## config.mk

```make
export PLATFORM = sky130hd
export DESIGN_NAME = recv_check_flat
export DESIGN_NICKNAME = d
export VERILOG_FILES = /design/src/rtl/recv_check_pkg.sv /design/src/rtl/recv_check_if.sv /design/src/rtl/recv_check_sat_counter.sv /design/src/rtl/recv_check.sv /design/src/flat_wrapper.sv
export SDC_FILE = /design/constraint.sdc
export NUM_CORES = 1
export LEC_CHECK = 0
export BUFFER_PORTS_ARGS = -buffer_cell sky130_fd_sc_hd__buf_2
export CELL_PAD_IN_SITES_DETAIL_PLACEMENT = 1
export CELL_PAD_IN_SITES_GLOBAL_PLACEMENT = 1
export CORE_MARGIN = 2
export CORE_UTILIZATION = 46
export CTS_CLUSTER_SIZE = 28
export DETAILED_ROUTE_END_ITERATION = 16
export PLACE_DENSITY_LB_ADDON = 0.1
export SYNTH_ARGS = -nofsm -noshare
export SYNTH_HDL_FRONTEND = slang
export SYNTH_SLANG_ARGS = --single-unit
```

## constraint.sdc

```tcl
create_clock -name clk -period 6.6 [get_ports clk]
set_clock_uncertainty 0.1 [all_clocks]
set_input_delay 0.66 -clock clk [delete_from_list [all_inputs] [get_ports clk]]
set_output_delay 0.66 -clock clk [all_outputs]
set_load 0.01 [all_outputs]
```

## src/rtl/recv_check_pkg.sv

```systemverilog
// Shared definitions for the switch send/receive test: header layout,
// error bit positions, receive FSM states and the payload pattern.
package recv_check_pkg;

  localparam int ERR_W       = 5;
  localparam int ERR_FRAMING = 0;
  localparam int ERR_DEST    = 1;
  localparam int ERR_LENGTH  = 2;
  localparam int ERR_DATA    = 3;
  localparam int ERR_TIMEOUT = 4;

  localparam logic [ERR_W-1:0] ERR_M_FRAMING = 5'b00001;
  localparam logic [ERR_W-1:0] ERR_M_DEST    = 5'b00010;
  localparam logic [ERR_W-1:0] ERR_M_LENGTH  = 5'b00100;
  localparam logic [ERR_W-1:0] ERR_M_DATA    = 5'b01000;
  localparam logic [ERR_W-1:0] ERR_M_TIMEOUT = 5'b10000;

  // Header: dest at bit 0, then priority, then length; src sits in the top bits.
  localparam int HDR_DEST_LSB = 0;

  typedef enum logic [1:0] {
    IDLE = 2'd0,
    HDR  = 2'd1,
    PAY  = 2'd2
  } state_t;

  function automatic int hdr_prio_lsb(input int width_sel);
    return HDR_DEST_LSB + width_sel;
  endfunction

  function automatic int hdr_len_lsb(input int width_sel, input int width_priority);
    return HDR_DEST_LSB + width_sel + width_priority;
  endfunction

  // Payload word k: {src, zero fill, k}; caller truncates to its data width.
  function automatic logic [63:0] expected_word(input logic [63:0] src,
                                                input logic [63:0] k,
                                                input int          data_width,
                                                input int          width_sel,
                                                input int          width_length);
    logic [63:0] src_m;
    logic [63:0] k_m;
    src_m = src & ((64'd1 << width_sel) - 64'd1);
    k_m   = k & ((64'd1 << width_length) - 64'd1);
    return (src_m << (data_width - width_sel)) | k_m;
  endfunction

endpackage

```

## src/rtl/recv_check_if.sv

```systemverilog
// Read side of one switch egress port: sop/eop pulses plus valid-qualified data.
interface recv_check_if #(
  parameter int DATA_WIDTH = 32
) ();

  logic                  rd_sop;
  logic                  rd_eop;
  logic                  rd_vld;
  logic [DATA_WIDTH-1:0] rd_data;

  modport master (output rd_sop, output rd_eop, output rd_vld, output rd_data);
  modport slave  (input  rd_sop, input  rd_eop, input  rd_vld, input  rd_data);

endinterface

```

## src/rtl/recv_check_sat_counter.sv

```systemverilog
// Statistics counter that sticks at all-ones; clear has priority over increment.
module sat_counter #(
  parameter int CNT_WIDTH = 32
) (
  input  logic                 clk,
  input  logic                 rst_n,
  input  logic                 clr,
  input  logic                 inc,
  output logic [CNT_WIDTH-1:0] cnt
);

  localparam logic [CNT_WIDTH-1:0] CNT_ZERO = {CNT_WIDTH{1'b0}};
  localparam logic [CNT_WIDTH-1:0] CNT_MAX  = {CNT_WIDTH{1'b1}};
  localparam logic [CNT_WIDTH-1:0] CNT_ONE  = {{(CNT_WIDTH-1){1'b0}}, 1'b1};

  // Count register with saturation.
  always_ff @(posedge clk or negedge rst_n) begin
    if (!rst_n) begin
      cnt <= CNT_ZERO;
    end else if (clr) begin
      cnt <= CNT_ZERO;
    end else if (inc && (cnt != CNT_MAX)) begin
      cnt <= cnt + CNT_ONE;
    end else begin
      cnt <= cnt;
    end
  end

endmodule

```

## src/rtl/recv_check.sv

```systemverilog
// Egress-port receive checker: parses header, checks framing, destination,
// length and payload pattern, and keeps sticky flags and saturating counters.
module recv_check
  import recv_check_pkg::*;
#(
  parameter  int RX_PORT         = 0,
  parameter  int PORT_NUB        = 4,
  parameter  int DATA_WIDTH      = 32,
  parameter  int DATA_LENGTH_MAX = 256,
  parameter  int PRIORITY        = 8,
  parameter  int TIMEOUT_CYC     = 4096,
  parameter  int CNT_WIDTH       = 32,
  localparam int WIDTH_SEL       = $clog2(PORT_NUB),
  localparam int WIDTH_LENGTH    = $clog2(DATA_LENGTH_MAX),
  localparam int WIDTH_PRIORITY  = $clog2(PRIORITY)
) (
  input  logic                      clk,
  input  logic                      rst_n,
  input  logic                      clr,
  recv_check_if.slave               rd,
  output logic                      pkt_done,
  output logic                      pkt_err,
  output logic [ERR_W-1:0]          err_flags,
  output logic [CNT_WIDTH-1:0]      pkt_ok_cnt,
  output logic [CNT_WIDTH-1:0]      pkt_err_cnt,
  output logic [CNT_WIDTH-1:0]      word_cnt,
  output logic [WIDTH_SEL-1:0]      last_src,
  output logic [WIDTH_PRIORITY-1:0] last_prio
);

  localparam int TMO_W    = $clog2(TIMEOUT_CYC + 1);
  localparam int PRIO_LSB = hdr_prio_lsb(WIDTH_SEL);
  localparam int LEN_LSB  = hdr_len_lsb(WIDTH_SEL, WIDTH_PRIORITY);
  localparam int CTX_W    = WIDTH_SEL + WIDTH_PRIORITY + 2 * WIDTH_LENGTH + ERR_W;

  localparam logic [WIDTH_SEL-1:0]    RX_SEL    = WIDTH_SEL'(RX_PORT);
  localparam logic [TMO_W-1:0]        TMO_LIMIT = TMO_W'(TIMEOUT_CYC);
  localparam logic [TMO_W-1:0]        TMO_ZERO  = {TMO_W{1'b0}};
  localparam logic [TMO_W-1:0]        TMO_ONE   = {{(TMO_W-1){1'b0}}, 1'b1};
  localparam logic [WIDTH_LENGTH-1:0] LEN_ZERO  = {WIDTH_LENGTH{1'b0}};
  localparam logic [WIDTH_LENGTH-1:0] LEN_ONE   = {{(WIDTH_LENGTH-1){1'b0}}, 1'b1};
  localparam logic [ERR_W-1:0]        ERR_NONE  = {ERR_W{1'b0}};
  localparam logic [CTX_W-1:0]        CTX_ZERO  = {CTX_W{1'b0}};

  state_t                    st_r,   st_s;
  logic [WIDTH_SEL-1:0]      src_r,  src_s;
  logic [WIDTH_PRIORITY-1:0] prio_r, prio_s;
  logic [WIDTH_LENGTH-1:0]   len_r,  len_s;
  logic [WIDTH_LENGTH-1:0]   k_r,    k_s;
  logic [ERR_W-1:0]          perr_r, perr_s;
  logic [TMO_W-1:0]          tmo_r,  tmo_s;

  logic                      close_s;
  logic [ERR_W-1:0]          close_err_s;
  logic [ERR_W-1:0]          flag_set_s;
  logic                      word_inc_s;
  logic                      ok_inc_s;
  logic                      bad_inc_s;

  logic [WIDTH_SEL-1:0]      hdr_dest_s;
  logic [WIDTH_SEL-1:0]      hdr_src_s;
  logic [WIDTH_PRIORITY-1:0] hdr_prio_s;
  logic [WIDTH_LENGTH-1:0]   hdr_len_s;
  logic [DATA_WIDTH-1:0]     exp_word_s;

  assign hdr_dest_s = rd.rd_data[HDR_DEST_LSB +: WIDTH_SEL];
  assign hdr_prio_s = rd.rd_data[PRIO_LSB +: WIDTH_PRIORITY];
  assign hdr_len_s  = rd.rd_data[LEN_LSB +: WIDTH_LENGTH];
  assign hdr_src_s  = rd.rd_data[DATA_WIDTH-1 -: WIDTH_SEL];
  assign exp_word_s = DATA_WIDTH'(expected_word(64'(src_r), 64'(k_r), DATA_WIDTH,
                                                WIDTH_SEL, WIDTH_LENGTH));

  assign ok_inc_s  = close_s && (close_err_s == ERR_NONE);
  assign bad_inc_s = close_s && (close_err_s != ERR_NONE);

  // Next-state, per-packet error accumulation and close events.
  always_comb begin
    st_s        = st_r;
    src_s       = src_r;
    prio_s      = prio_r;
    len_s       = len_r;
    k_s         = k_r;
    perr_s      = perr_r;
    tmo_s       = TMO_ZERO;
    close_s     = 1'b0;
    close_err_s = ERR_NONE;
    word_inc_s  = 1'b0;
    flag_set_s  = (rd.rd_sop && rd.rd_vld) ? ERR_M_FRAMING : ERR_NONE;
    case (st_r)
      IDLE: begin
        if (rd.rd_sop) begin
          st_s = HDR;
          {src_s, prio_s, len_s, k_s, perr_s} = CTX_ZERO;
        end else if (rd.rd_eop || rd.rd_vld) begin
          flag_set_s = flag_set_s | ERR_M_FRAMING;
        end else begin
          st_s = IDLE;
        end
      end
      HDR, PAY: begin
        if (rd.rd_sop) begin
          // Resync: the open packet closes bad, the new one starts clean.
          close_s     = 1'b1;
          close_err_s = perr_r | ERR_M_FRAMING;
          st_s        = HDR;
          {src_s, prio_s, len_s, k_s, perr_s} = CTX_ZERO;
        end else if (rd.rd_eop) begin
          close_s = 1'b1;
          st_s    = IDLE;
          if (st_r == HDR) begin
            close_err_s = perr_r | ERR_M_FRAMING;
          end else if (k_r != len_r) begin
            close_err_s = perr_r | ERR_M_LENGTH;
          end else begin
            close_err_s = perr_r;
          end
        end else if (rd.rd_vld) begin
          if (st_r == HDR) begin
            src_s  = hdr_src_s;
            prio_s = hdr_prio_s;
            len_s  = hdr_len_s;
            k_s    = LEN_ZERO;
            st_s   = PAY;
            perr_s = perr_r
                   | ((hdr_dest_s != RX_SEL)  ? ERR_M_DEST   : ERR_NONE)
                   | ((hdr_len_s == LEN_ZERO) ? ERR_M_LENGTH : ERR_NONE);
          end else if (k_r == len_r) begin
            perr_s = perr_r | ERR_M_LENGTH;
          end else begin
            word_inc_s = 1'b1;
            k_s        = k_r + LEN_ONE;
            perr_s     = perr_r | ((rd.rd_data != exp_word_s) ? ERR_M_DATA : ERR_NONE);
          end
        end else if (tmo_r == TMO_LIMIT) begin
          close_s     = 1'b1;
          close_err_s = perr_r | ERR_M_TIMEOUT;
          st_s        = IDLE;
        end else begin
          tmo_s = tmo_r + TMO_ONE;
        end
      end
      default: begin
        st_s = IDLE;
      end
    endcase
  end

  // FSM and packet-context registers; clr deliberately leaves these alone.
  always_ff @(posedge clk or negedge rst_n) begin
    if (!rst_n) begin
      st_r   <= IDLE;
      src_r  <= {WIDTH_SEL{1'b0}};
      prio_r <= {WIDTH_PRIORITY{1'b0}};
      len_r  <= LEN_ZERO;
      k_r    <= LEN_ZERO;
      perr_r <= ERR_NONE;
      tmo_r  <= TMO_ZERO;
    end else begin
      st_r   <= st_s;
      src_r  <= src_s;
      prio_r <= prio_s;
      len_r  <= len_s;
      k_r    <= k_s;
      perr_r <= perr_s;
      tmo_r  <= tmo_s;
    end
  end

  // Close pulses, sticky flags and last-packet info.
  always_ff @(posedge clk or negedge rst_n) begin
    if (!rst_n) begin
      pkt_done  <= 1'b0;
      pkt_err   <= 1'b0;
      err_flags <= ERR_NONE;
      last_src  <= {WIDTH_SEL{1'b0}};
      last_prio <= {WIDTH_PRIORITY{1'b0}};
    end else begin
      pkt_done <= ok_inc_s;
      pkt_err  <= bad_inc_s;
      if (clr) begin
        err_flags <= ERR_NONE;
        last_src  <= {WIDTH_SEL{1'b0}};
        last_prio <= {WIDTH_PRIORITY{1'b0}};
      end else if (close_s) begin
        err_flags <= err_flags | flag_set_s | close_err_s;
        last_src  <= src_r;
        last_prio <= prio_r;
      end else begin
        err_flags <= err_flags | flag_set_s;
      end
    end
  end

  sat_counter #(.CNT_WIDTH(CNT_WIDTH)) u_ok_cnt (
    .clk(clk), .rst_n(rst_n), .clr(clr), .inc(ok_inc_s), .cnt(pkt_ok_cnt)
  );

  sat_counter #(.CNT_WIDTH(CNT_WIDTH)) u_err_cnt (
    .clk(clk), .rst_n(rst_n), .clr(clr), .inc(bad_inc_s), .cnt(pkt_err_cnt)
  );

  sat_counter #(.CNT_WIDTH(CNT_WIDTH)) u_word_cnt (
    .clk(clk), .rst_n(rst_n), .clr(clr), .inc(word_inc_s), .cnt(word_cnt)
  );

endmodule

```

## src/flat_wrapper.sv

```systemverilog
// flat-port wrapper written by rule: the top's interface ports become plain ports
module recv_check_flat import recv_check_pkg::*;
#(
  parameter  int RX_PORT         = 0,
  parameter  int PORT_NUB        = 4,
  parameter  int DATA_WIDTH      = 32,
  parameter  int DATA_LENGTH_MAX = 256,
  parameter  int PRIORITY        = 8,
  parameter  int TIMEOUT_CYC     = 4096,
  parameter  int CNT_WIDTH       = 32,
  localparam int WIDTH_SEL       = $clog2(PORT_NUB),
  localparam int WIDTH_LENGTH    = $clog2(DATA_LENGTH_MAX),
  localparam int WIDTH_PRIORITY  = $clog2(PRIORITY)
)
  (clk, rst_n, clr, pkt_done, pkt_err, err_flags, pkt_ok_cnt, pkt_err_cnt, word_cnt, last_src, last_prio, rd_rd_sop, rd_rd_eop, rd_rd_vld, rd_rd_data);
  recv_check_if #(.DATA_WIDTH(DATA_WIDTH)) rd_i ();
  input  logic clk;
  input  logic rst_n;
  input  logic clr;
  output logic pkt_done;
  output logic pkt_err;
  output logic [ERR_W-1:0] err_flags;
  output logic [CNT_WIDTH-1:0] pkt_ok_cnt;
  output logic [CNT_WIDTH-1:0] pkt_err_cnt;
  output logic [CNT_WIDTH-1:0] word_cnt;
  output logic [WIDTH_SEL-1:0] last_src;
  output logic [WIDTH_PRIORITY-1:0] last_prio;
  input wire logic [$bits(rd_i.rd_sop)-1:0] rd_rd_sop;
  input wire logic [$bits(rd_i.rd_eop)-1:0] rd_rd_eop;
  input wire logic [$bits(rd_i.rd_vld)-1:0] rd_rd_vld;
  input wire logic [$bits(rd_i.rd_data)-1:0] rd_rd_data;
  assign rd_i.rd_sop = rd_rd_sop;
  assign rd_i.rd_eop = rd_rd_eop;
  assign rd_i.rd_vld = rd_rd_vld;
  assign rd_i.rd_data = rd_rd_data;
  recv_check #(.RX_PORT(RX_PORT), .PORT_NUB(PORT_NUB), .DATA_WIDTH(DATA_WIDTH), .DATA_LENGTH_MAX(DATA_LENGTH_MAX), .PRIORITY(PRIORITY), .TIMEOUT_CYC(TIMEOUT_CYC), .CNT_WIDTH(CNT_WIDTH)) u_core (.clk(clk), .rst_n(rst_n), .clr(clr), .rd(rd_i), .pkt_done(pkt_done), .pkt_err(pkt_err), .err_flags(err_flags), .pkt_ok_cnt(pkt_ok_cnt), .pkt_err_cnt(pkt_err_cnt), .word_cnt(word_cnt), .last_src(last_src), .last_prio(last_prio));
endmodule
```

==> impl_metrics.tcl, run 1 <==
set metrics [dict create \
    fmax_mhz 313 \
    r2r_cells 9 \
    synth_edf_count 0 \
    avgRoutedWirePerCell_um 18.3 \
    drc_errors 0 \
    power_leakage_uw 0.00412 \
    synthMuxAreaShare_pct 2.66 \
    post_cts_resized 0 \
    fin_tns_setup_ps 0 \
    layout_common_cells "147 x dfrtp_1, 143 x buf_2, 90 x nor2_1" \
    peakVddDrop_v 0.000241 \
    cts_tree "built" \
    critPathCaptureType "flip-flop" \
    start_kind "flip-flop" \
    grt_pass1_vias 7286 \
    hp-class "in -> async" \
    synth-simple-area-share_pct 28.8 \
    clk_pin_slew_ps 70 \
    fin_crit_sh_pct 48.4 \
    synth_fa_ha_area_share_pct 1.38 \
    nets 1077 \
    cp-endpoint "u_core.u_err_cnt.cnt[7]" \
    insertion_delay_ps 430 \
    place.port_buffers 145 \
    power-per-cell-area_mw_per_mm2 271 \
    synth_top_area_share_pct 45.2 \
    grt_pass1_wl_mm 37.5 \
    gp_congestion 0.846 \
    yosys.area_share.xor_xnor_pct 5.81 \
    grt_max_degree 90 \
    tightest_slew_ps 987 \
    start_util_pct 47.1 \
    hold_viol 0 \
    cp-startpoint "u_core.st_r[0]" \
    syn_nets 952 \
    final_common_cell "dfrtp_1" \
    r2r-end "u_core.u_err_cnt.cnt[7]" \
    via_per_inst 5.78 \
    core_sq_mm 0.0173 \
    ios 146 \
    placed_area_sq_mm 0.00901 \
    area_growth_pct 17.7 \
    cts.path.max_buffers 2 \
    post-route-min-period_ps 3190 \
    slew_headroom_pct 33.9 \
    async_reset_ff_share_pct 100 \
    r2r_setup_slack_ps 3410 \
    synth_top_family_by_area "simple AND/OR/NAND/NOR gates" \
    antenna_found_initial 0 \
    dr.pass1.iters 4 \
    nFillCells 2085 \
    drt_iter0_drc 351 \
    grtUsageTotal_pct 25.2 \
    synthesis.area_sq_mm 0.00814 \
    critPathKind "reg -> reg" \
    rows 48 \
    root_buffer "clkbuf_16" \
    routed-via-count 7323 \
    synthFlopType "dfrtp_1" \
    hpwl_mm 16.1 \
    wirelength_mm 23.1 \
    synth_cell_types 65 \
    setup_viol 0 \
    design_area_sq_mm 0.00958 \
    synth_compound_area_share_pct 12.6 \
    antenna_left 0 \
    synthCells 905 \
    yosysWarnings 0 \
    cts_hold_buf 0 \
    status "completed" \
    timing.rr.start "u_core.st_r[0]" \
    grt_remaining_overflow 0 \
    layout-drive-gt1-share_pct 20.8 \
    cts_sinks 147 \
    post-cts-setup-buffers 0 \
    critical_path_required_ps 6810 \
    avgSynthCellArea_sq_um 8.99 \
    cts_max_level 4 \
    arrival_ps 3400 \
    cts_inserted_buffers 17 \
    synth_area_leader_cell "dfrtp_1" \
    ys_ff_latch 147 \
    drv_cap 0 \
    diodes 0 \
    die_area_sq_mm 0.0188 \
    slew_violations 0 \
    rsz0062_at_grt "false" \
    synth_area_leaders "dfrtp_1 45%, a21oi_1 4.2%, nor2_1 4.2%" \
    crit_path_max_fanout 57 \
    ys_seq_area_share_pct 45.2 \
    die_y_um 137 \
    die_w_um 137 \
]
-- Yosys cell counts (all sizes together) (2+ instances only) --
| master | number |
|---|---|
| and2 | 5 |
| a211oi | 3 |
| dfrtp | 147 |
| a21o | 3 |
| nand2b | 3 |
| nand3b | 2 |
| a2111oi | 2 |
| nor2 | 90 |
| a21oi | 72 |
| nor2b | 14 |
| or4 | 20 |
| or3b | 2 |
| nor3 | 23 |
| o21ai | 67 |
| ha | 9 |
| nor4 | 18 |
| and4 | 6 |
| xnor2 | 33 |
| o31ai | 18 |
| nand3 | 49 |
| o21a | 3 |
| nand2 | 69 |
| xor2 | 21 |
| mux2i | 7 |
| inv | 25 |
| clkbuf | 34 |
| or2 | 3 |
| nor4b | 2 |
| a211o | 2 |
| nand4bb | 2 |
| buf | 11 |
| and3 | 17 |
| mux2 | 13 |
| nand4 | 51 |
| nor3b | 2 |
| or3 | 48 |
-- cells by family after synthesis --
group,Yosys count
and+or+nand+nor,427
AOI/OAI and AO/OA,178
DFF,147
buffers and inverters,70
xor gates and xnor gates,54
muxes,20
adders and majority gates,9
-- per-stage QoR --
stage / hold WS (ps) / instances / setup WS [ps] / total power [uW] / util [%]
after floorplan: 264 / 905 / 3920 / 1470 / -
final: 215 / 1266 / 3410 / 2590 / 55.4
after detailed placement: 373 / 1236 / 3460 / 1660 / 52.1
after global placement: 362 / 1236 / 3560 / 1640 / 52.1
after global routing: 272 / 1266 / 3170 / 2720 / 55.4
after CTS: 251 / 1266 / 3430 / 2610 / 55.4
-- report_power, final --
part	internal (uW)	switching, uW
clock	552	394
sequential	961	58.0
combinational	196	434
total	1710	886
-- sequential cells by signal, summed over array words and instances (netlist names) --
register	cells
u_core.perr_r	3
u_core.pkt_done	1
u_core.pkt_err	1
u_core.st_r	2
u_core.err_flags	5
u_core.k_r	8
u_core.last_src	2
u_core.tmo_r	13
u_core.u_ok_cnt.cnt	32
u_core.u_err_cnt.cnt	32
u_core.prio_r	3
u_core.last_prio	3
u_core.u_word_cnt.cnt	32
u_core.len_r	8
u_core.src_r	2
-- how the worst min path moves through the flow --
| stage | slack [ps] | startpoint | to | cells past startpoint |
|---|---|---|---|---|
| detailed placement | 370 | u_core.prio_r[1] | u_core.prio_r[1] | 2 |
| floorplan | 260 | rst_n | u_core.err_flags[0] | 0 |
| global placement | 360 | u_core.prio_r[2] | u_core.prio_r[2] | 2 |
| finish | 220 | rst_n | u_core.u_ok_cnt.cnt[12] | 1 |
| global route | 270 | rst_n | u_core.u_ok_cnt.cnt[19] | 1 |
| CTS | 250 | rst_n | u_core.u_ok_cnt.cnt[19] | 1 |
-- metal layers --
layer	wire [um]	track usage, %	part of all wire, %
met1	10700	33.7	46
met4	273	6.41	1.2
met2	11500	42.3	49
met5	0	0	0
met3	735	4.74	3.2
-- cell type report --
| class | instances | area, sq um | area share, % |
|---|---|---|---|
| multi-input combinational | 688 | 4180 | 43.6 |
| sequential | 147 | 3680 | 38.4 |
| timing repair buffer | 151 | 779 | 8.14 |
| clock buffer | 17 | 425 | 4.44 |
| tap | 225 | 282 | 2.94 |
| clock inverter | 13 | 140 | 1.46 |
| inverter | 25 | 93.8 | 0.980 |
-- critical path, stage by stage (launching register included) --
cell	delay, ps
dfrtp_1	440
inv_1	100
ha_1	470
nor3b_4	460
nand2_1	120
a21oi_2	240
a211oi_4	70
buf_4	290
nor4b_1	400
mux2_2	370
No activity file was read; power rests on OpenSTA's default activity.
==> run 2, diff against run 1 <==
- ABC_AREA: default -> 1
- CORE_UTILIZATION: 46 -> 42
- clock period: 6.6 -> 3.3 ns (I/O delays scaled with it)
==> impl_metrics.tcl, run 2 <==
set metrics [dict create \
    grt_pass1_vias 9754 \
    cts_tree "built" \
    grt_max_degree 104 \
    antenna_left 0 \
    slowest_stage "dfrtp_1" \
    critPathKind "reg -> reg" \
    critical_path_required_ps 3560 \
    place.port_buffers 145 \
    power-per-cell-area_mw_per_mm2 535 \
    avgRoutedWirePerCell_um 17.4 \
    fin_crit_sh_pct 87.4 \
    synth_most_common_cell "nand2_1" \
    grt_pass1_wl_mm 50.1 \
    busiest_layer "met2" \
    crit_top_cell "nand2_1" \
    root_buffer "clkbuf_16" \
    critPathCaptureType "flip-flop" \
    arrival_ps 3140 \
    ys_seq_area_share_pct 39.8 \
    ys_ff_latch 147 \
    core_sq_mm 0.0217 \
    power_leakage_uw 0.00510 \
    avgSynthCellArea_sq_um 7.23 \
    synthesis.area_sq_mm 0.00925 \
    synthCells 1280 \
    die_w_um 152 \
    via_per_inst 5.43 \
    stdcell_count 1710 \
    place_inst 1678 \
    cts_sinks 147 \
    design_area_sq_mm 0.0109 \
    hpwl_mm 21.8 \
    timing.rr.start "u_core.st_r[0]" \
    cts_max_level 4 \
    post-cts-setup-buffers 0 \
    start_kind "flip-flop" \
    yosysWarnings 0 \
    grt_use_met2_pct 44.4 \
    slew_headroom_pct 32.6 \
    tightest_slew_ps 1010 \
    wirelength_mm 29.7 \
    peakVddDrop_v 0.000539 \
    async_reset_ff_share_pct 100 \
    fin_tns_setup_ps 0 \
    drv_cap 0 \
    use_met1_pct 35.4 \
    grt_remaining_overflow 0 \
    synth_common_cells "316 x nand2_1, 179 x nor2_1, 147 x dfrtp_1" \
    antenna_found_initial 0 \
    worstPathCellList "inv_1, ha_1, nand2_2, nor2_1, nand3_1, nand2_1, inv_1, nand2_1, nor2_1, nand4_4, nand2_1, buf_4, nand2_1, nand2_1" \
    layout-drive-gt1-share_pct 14.9 \
    hold_viol 0 \
    syn_nets 1327 \
    rsz0062_at_grt "false" \
    crit_path_max_fanout 32 \
    cts_inserted_buffers 17 \
    insertion_delay_ps 430 \
    gp_congestion 0.842 \
    placed_area_sq_mm 0.0102 \
    synth_area_leaders "dfrtp_1 40%, nand2_1 13%, nor2_1 7.3%" \
    fmax_mhz 347 \
    drt_iter0_drc 414 \
    hp-class "in -> reg" \
    cts.path.max_buffers 2 \
    synth_cell_types 40 \
    cp_slowest_stage_delay_ps 430 \
    die_area_sq_mm 0.0232 \
    min_from "rd_rd_data[9]" \
    routed-via-count 9284 \
    final_common_cell "nand2_1" \
    rows 54 \
    dr.pass1.iters 5 \
    grtUsageTotal_pct 26.3 \
    nets 1465 \
    die_y_um 152 \
    synthFlopType "dfrtp_1" \
    synth_top_area_share_pct 39.8 \
    post-route-min-period_ps 2880 \
    layout_common_cells "316 x nand2_1, 178 x nor2_1, 147 x dfrtp_1" \
    status "completed" \
    diodes 0 \
    ios 146 \
    start_util_pct 42.6 \
    setup_viol 0 \
    clk_pin_slew_ps 60 \
    area_growth_pct 17.5 \
    slew_violations 0 \
    grt_util_met3_pct 4.24 \
    largestRegisters "u_core.u_err_cnt.cnt: 32 flops, u_core.u_ok_cnt.cnt: 32 flops, u_core.u_word_cnt.cnt: 32 flops" \
    synth_edf_count 0 \
    drc_errors 0 \
    synth_area_leader_cell "dfrtp_1" \
    cp-startpoint "u_core.st_r[0]" \
]
[run 2: cell count changes after synthesis, sizes merged, moves of 11 or more]
cell    delta
nor2      +92
nand3     +75
nor3      +32
nor2b     -14
nand2    +253
and3      -17
inv       +95
buf       +11
xor2      +41
or3       -48
a21oi     -49
mux2      -13
or4       -20
clkbuf    -15
[run 2: worst paths after layout]
check	to	slack [ps]	depth (start not counted)
worst max-delay path	u_core.u_ok_cnt.cnt[23]	420	14
worst min-delay path	u_core.len_r[4]	40	3
worst max register to register	u_core.u_ok_cnt.cnt[23]	420	14
worst min register to register	u_core.tmo_r[11]	410	1
max in group asynchronous	u_core.u_ok_cnt.cnt[17]	1700	3
min in group asynchronous	u_core.u_word_cnt.cnt[0]	480	2
[run 2: cells by family after synthesis]
group / Yosys count / share of synthesized area [%]
simple gates: 761 / 36.5
xor+xnor: 90 / 8.52
buf+inv: 163 / 7.17
fa+ha+maj: 9 / 1.22
compound gates: 110 / 6.78
flops: 147 / 39.8
[run 2: per-layer routing]
| metal | vias up | routed length (um) | share of wire (%) |
|---|---|---|---|
| met1 | 4586 | 13700 | 46 |
| li1 | 4471 | - | - |
| met2 | 190 | 14300 | 48 |
| met3 | 37 | 1170 | 3.9 |
| met4 | 0 | 509 | 1.7 |
| met5 | - | 0 | 0 |
[run 2: repair_timing]
action                                  CTS  global route
hold buffers                              1             0
endpoints found under the hold margin    17             0
endpoints found under the setup margin    0            12
resized for setup                         0             2
[run 2: worst max-delay path, delay by kind of cell, from the launching register on]
kind | cells | cell delay (ps)
adders and majority gates | 1 | 410
buffers and inverters | 3 | 480
DFF | 1 | 430
and+or+nand+nor | 10 | 1370
[run 2: through the flow]
step	hold slack [ps]	util (%)	power (uW)	setup WS (ps)
after floorplan	-65.6	-	3300	1080
after global placement	369	47.2	3700	448
after detailed placement	389	47.2	3740	309
after CTS	31.8	50.1	5870	294
after global routing	63.1	50.1	6170	81.7
final	43.1	50.1	5820	415
[run 2: final cells by class]
type                            instances  area, sq um
Clock buffer                           21          460
Clock inverter                         10          156
Fill cell                            2827        10800
Inverter                              122          459
Multi-Input combinational cell        970         4920
Sequential cell                       147         3680
Tap cell                              280          350
Timing Repair Buffer                  160          847
[run 2: power by group]
group          leakage (uW)  internal (uW)  total, uW  switching (uW)
clock              0.000303           1300       2090             790
combinational       0.00277            440       1640            1200
sequential          0.00203           1960       2090             132
